### config.mk
export PLATFORM = sky130hd
export DESIGN_NAME = regfile_scoreboard
export DESIGN_NICKNAME = d
export VERILOG_FILES = /design/src/rtl/regfile_scoreboard.sv
export SDC_FILE = /design/constraint.sdc
export NUM_CORES = 2
export LEC_CHECK = 0
export ABC_AREA = 0
export BUFFER_PORTS_ARGS = -buffer_cell sky130_fd_sc_hd__buf_4
export CAP_MARGIN = 30
export CORE_ASPECT_RATIO = 1.5
export CORE_MARGIN = 4
export CORE_UTILIZATION = 58
export CTS_CLUSTER_DIAMETER = 40
export DETAILED_ROUTE_END_ITERATION = 7
export PLACE_DENSITY = 0.76
export SYNTH_ARGS = -nofsm -noshare
export SYNTH_HDL_FRONTEND = slang
export SYNTH_SLANG_ARGS = --single-unit
### constraint.sdc
create_clock -name clk -period 3.13 [get_ports clk]
set_clock_uncertainty 0.15 [all_clocks]
set_input_delay 0.1565 -clock clk [delete_from_list [all_inputs] [get_ports clk]]
set_output_delay 0.1565 -clock clk [all_outputs]
set_load 0.02 [all_outputs]
### src/rtl/regfile_scoreboard.sv
// regfile_scoreboard
//   Decode-side register file with a write-back scoreboard. Provides rs1/rs2
//   operands, with a zero-latency bypass from a write-back in the same cycle.
//   It also counts in-flight destination writes for each register and refuses
//   an issue on a RAW hazard or when a destination counter is full.
//
// Ports
//   clk, rst            clock; synchronous active-high reset
//   rs1_addr/rs2_addr   source register indices
//   rs1_use/rs2_use     instruction actually reads that source
//   rs1_data/rs2_data   operands (combinational, bypassed)
//   issue_valid         decode presents an instruction
//   issue_rd            destination of the issuing instruction
//   issue_wb_en         issuing instruction writes issue_rd
//   issue_stall         issue refused this cycle (combinational)
//   wb_en/wb_addr/wb_data  write-back from the final stage
//   sb_err              sticky: write-back hit a register with zero count
module regfile_scoreboard #(
    parameter int unsigned XLEN  = 32,
    parameter int unsigned NREG  = 32,
    parameter int unsigned CNT_W = 2
) (
    input  logic            clk,
    input  logic            rst,
    input  logic [4:0]      rs1_addr,
    input  logic [4:0]      rs2_addr,
    input  logic            rs1_use,
    input  logic            rs2_use,
    output logic [XLEN-1:0] rs1_data,
    output logic [XLEN-1:0] rs2_data,
    input  logic            issue_valid,
    input  logic [4:0]      issue_rd,
    input  logic            issue_wb_en,
    output logic            issue_stall,
    input  logic            wb_en,
    input  logic [4:0]      wb_addr,
    input  logic [XLEN-1:0] wb_data,
    output logic            sb_err
);

    localparam logic [CNT_W-1:0] CNT_MAX = '1;

    logic [XLEN-1:0]  regs_q  [NREG];
    logic [CNT_W-1:0] cnt_q   [NREG];
    logic [CNT_W-1:0] cnt_d   [NREG];
    logic [CNT_W-1:0] cnt_eff [NREG];
    logic [NREG-1:0]  wb_dec;
    logic [NREG-1:0]  inc;
    logic             sb_err_q;
    logic             sb_err_d;
    logic             wb_wr;
    logic             pend1;
    logic             pend2;
    logic             rd_full;
    logic             issue_acc;

    assign wb_wr = wb_en && (wb_addr != '0);

    // A write-back retiring in this cycle already counts as complete for the
    // hazard check; the guard on a zero count keeps the counter from underflowing.
    always_comb begin
        for (int unsigned r = 0; r < NREG; r++) begin
            wb_dec[r]  = wb_en && (32'(wb_addr) == r) && (r != 0) && (cnt_q[r] != '0);
            cnt_eff[r] = cnt_q[r] - CNT_W'(wb_dec[r]);
        end
    end

    always_comb begin
        pend1       = (rs1_addr != '0) && (cnt_eff[rs1_addr] != '0);
        pend2       = (rs2_addr != '0) && (cnt_eff[rs2_addr] != '0);
        rd_full     = issue_wb_en && (issue_rd != '0) && (cnt_eff[issue_rd] == CNT_MAX);
        issue_stall = issue_valid && ((rs1_use && pend1) || (rs2_use && pend2) || rd_full);
        issue_acc   = issue_valid && !issue_stall;
    end

    always_comb begin
        for (int unsigned r = 0; r < NREG; r++) begin
            inc[r]   = issue_acc && issue_wb_en && (32'(issue_rd) == r) && (r != 0);
            cnt_d[r] = cnt_q[r] + CNT_W'(inc[r]) - CNT_W'(wb_dec[r]);
        end
    end

    assign sb_err_d = sb_err_q || (wb_wr && (cnt_q[wb_addr] == '0));

    always_ff @(posedge clk) begin
        if (rst) begin
            for (int unsigned r = 0; r < NREG; r++) begin
                regs_q[r] <= '0;
                cnt_q[r]  <= '0;
            end
            sb_err_q <= 1'b0;
        end else begin
            for (int unsigned r = 0; r < NREG; r++) begin
                cnt_q[r] <= cnt_d[r];
            end
            if (wb_wr) begin
                regs_q[wb_addr] <= wb_data;
            end
            sb_err_q <= sb_err_d;
        end
    end

    always_comb begin
        rs1_data = regs_q[rs1_addr];
        if (rs1_addr == '0) begin
            rs1_data = '0;
        end else if (wb_wr && (wb_addr == rs1_addr)) begin
            rs1_data = wb_data;
        end
    end

    always_comb begin
        rs2_data = regs_q[rs2_addr];
        if (rs2_addr == '0) begin
            rs2_data = '0;
        end else if (wb_wr && (wb_addr == rs2_addr)) begin
            rs2_data = wb_data;
        end
    end

    assign sb_err = sb_err_q;

endmodule

==> flow_metrics.py <==
metrics = {
    "placed_design": {
        "dpl.hpwl_um": 128000,
        "placed_cell_area_mm2": 0.0663,
        "port_buffers": 124,
        "gp_congestion": 1.01,
        "pre_cts_ws_ps": -580,
    },
    "clock_network": {
        "clockBufferDepth": 3,
        "htree_levels": 3,
        "root_buffer": "clkbuf_16",
        "clkTransAtPathRegs_ps": 60,
        "clk_latency_ps": 740,
        "clock-sinks": 1087,
        "cts_made_buffers": 119,
        "cts_tree": "done",
    },
    "power_and_ir_drop": {
        "p_total_mw": 37.0,
        "peakVddDrop_v": 0.000536,
        "leakage_nw": 25.3,
        "p_per_area_mw_per_mm2": 520,
    },
    "setup_path": {
        "crit_type": "reg2out",
        "crit_family": "compound AO/OA/AOI/OAI gates",
        "cp_num_buf_inv": 2,
        "crit_chain": "a21boi_2, or2_1, mux4_2, or4_4, a221oi_4, o32ai_4, buf_12, o21a_1, buf_6",
        "crit_path_end_kind": "primary output",
        "timing.rr.end": "cnt_q[15][0]",
        "critPathLaunchType": "flip-flop",
        "crit_arrival_ps": 3310,
        "slowest_stage": "mux4_2",
        "timing.rr.start": "cnt_q[30][0]",
        "rrSetupSlack_ps": -340,
        "slowest_delay_ps": 470,
        "crit_path_max_fanout": 3,
        "worstPathRequired_ps": 2820,
        "ff2ff_path_depth": 13,
    },
    "logic_synthesis": {
        "syn-instance-count": 4176,
        "netlist_top_cells_area": "edfxtp_1 51%, mux4_2 23%, and2_1 10%",
        "netlist_area_mm2": 0.0603,
        "async_flop_share": 0,
        "yosysMostFrequentCell": "edfxtp_1",
        "yosys-top-cells-count": "1024 x edfxtp_1, 995 x and2_1, 620 x mux4_2, 347 x clkbuf_1, 245 x nor2_1",
        "synth-seq-cells": 1087,
        "yosys_warnings": 0,
        "avgSynthCellArea_um2": 14.4,
        "synthDistinctLibCells": 74,
        "synth_top_area_frac": 0.510,
        "synth-edff-count": 1024,
        "synth-main-ff-cell": "edfxtp_1",
        "yosysSeqAreaShare": 0.531,
        "synth_area_leader_cell": "edfxtp_1",
    },
    "grt": {
        "grt_pass1_wl_um": 295000,
        "grt_overflow": 0,
        "antenna_found_initial": 18,
        "track_usage": 0.378,
        "first_global_vias": 42900,
        "grt_max_degree": 107,
    },
    "timing": {
        "maxSlewViolCount": 0,
        "fin_setup_tns_ps": -12290,
        "fin_crit_sh": 1.15,
        "setup_ws_ps": -482,
        "max_freq_mhz": 277,
        "rsz0062_at_grt": "true",
        "max-slew-margin-rel": 0.381,
        "final_hold_viol_count": 0,
        "setup_violations": 63,
        "layout_min_cycle_time_ps": 3610,
        "worst_slew_pin_slew_ps": 928,
    },
    "hold_path": {
        "holdCritStartpoint": "issue_rd[4]",
        "hold_depth": 5,
        "min_path_type": "in2reg",
        "holdPathEnd": "cnt_q[14][0]",
    },
    "die": {
        "rows": 144,
        "die-area_mm2": 0.109,
        "boundaryPins": 125,
        "die_x_um": 271,
        "die_h_um": 403,
        "initial_core_util": 0.586,
        "core_mm2": 0.103,
    },
    "cells_and_area": {
        "utilization": 0.691,
        "syn2layout_area_growth_pct": 18.0,
        "drive_gt1_frac": 0.329,
        "nets": 4597,
        "design_area_mm2": 0.0711,
    },
    "routing": {
        "dr.pass1.iters": 5,
        "drt-initial-drc-count": 5907,
        "vias": 41400,
        "viasPerCell": 6.91,
        "drc": 0,
        "detail_route.wl_per_cell_um": 34.4,
        "drt.antenna.violating_nets": 0,
        "drt-total-wl_um": 206000,
    },
    "outcome": {
        "outcome": "finished, violations left",
        "violations": "negative setup slack",
    },
    "job": {
        "maxCapViolations": 0,
    },
}
-- repair_timing --
item,4_1_cts,5_1_grt
hold endpoints to repair,1047,0
gates resized for setup,21,51
pin swaps,10,20
endpoints found under the setup margin,115,79
hold buffers,37,0
buffers inserted,4,3
-- tightest hold or removal path: stages --
cell and delay, ps:
buf_4 180, or3_1 160, nor3_2 50, ha_1 250, nor2b_1 110
-- worst max-delay path by stage --
stage / startpoint / endpoint / depth (start not counted)
after global routing: cnt_q[30][0] / issue_stall / 9
after global placement: wb_addr[1] / cnt_q[12][1] / 16
after CTS: cnt_q[30][0] / issue_stall / 9
after detailed placement: wb_addr[1] / cnt_q[30][0] / 15
after floorplan: wb_addr[0] / cnt_q[20][0] / 13
final: cnt_q[30][0] / issue_stall / 9
-- flip-flops by register name, indices dropped and copies added (netlist names) --
register,cells
cnt_q,62
regs_q,1024
sb_err,1
-- cell families after synthesis --
group                      count (synthesis)  share of synthesized area
adders and majority gates                 31                    0.00643
muxes                                    697                      0.244
buffers and inverters                    442                     0.0281
DFF                                     1087                      0.531
AOI/OAI and AO/OA                        328                     0.0361
and+or+nand+nor                         1549                      0.148
xor gates and xnor gates                  41                    0.00596
other                                      1                  0.0000622
-- layout make-up --
class	count	area (um2)
sequential	1087	32000
tap	1387	1740
multi-input combinational	2678	27400
fill	6761	31800
clock inverter	78	966
clock buffer	143	3110
timing repair buffer	609	5830
antenna	4	10.0
inverter	12	47.5
-- power breakdown --
part	leakage, nW	internal [mW]	switching [mW]
Sequential	10.3	16.6	0.389
Clock	1.99	8.52	6.11
Combinational	13.1	2.49	2.87
-- placed cells by master, fill, tap and decap left out, types with 32 or more instances in the layout --
cell,Yosys,routed
edfxtp_1,1024,1024
and2_1,995,995
mux4_2,620,620
buf_4,4,471
nor2_1,245,215
clkbuf_16,0,121
buf_12,0,88
mux2i_1,77,73
nand2_1,65,65
o21ai_0,68,64
dfxtp_1,63,60
a21oi_1,56,56
a211oi_1,63,56
nor2b_1,40,40
nor3_1,64,37
dlygate4sd3_1,0,37
or2_2,35,35
xor2_1,36,35
conb_1,1,32
-- layer usage --
layer | routed length (um) | up-vias | share of wire | track usage
met5 | 34 | - | 0.00016 | 0
met4 | 17300 | 6 | 0.084 | 0.255
met3 | 24900 | 901 | 0.12 | 0.0840
met2 | 100000 | 3222 | 0.49 | 0.626
met1 | 63400 | 20600 | 0.31 | 0.444
li1 | - | 16700 | - | -
-- per-stage QoR --
stage | std cells | hold slack [ps]
final | 5998 | 79.7
after global routing | 5994 | 96.2
after CTS | 5993 | 32.1
after detailed placement | 5733 | 352
after global placement | 5733 | 334
after floorplan | 4207 | 205
Power figures use the tool's default switching activity.
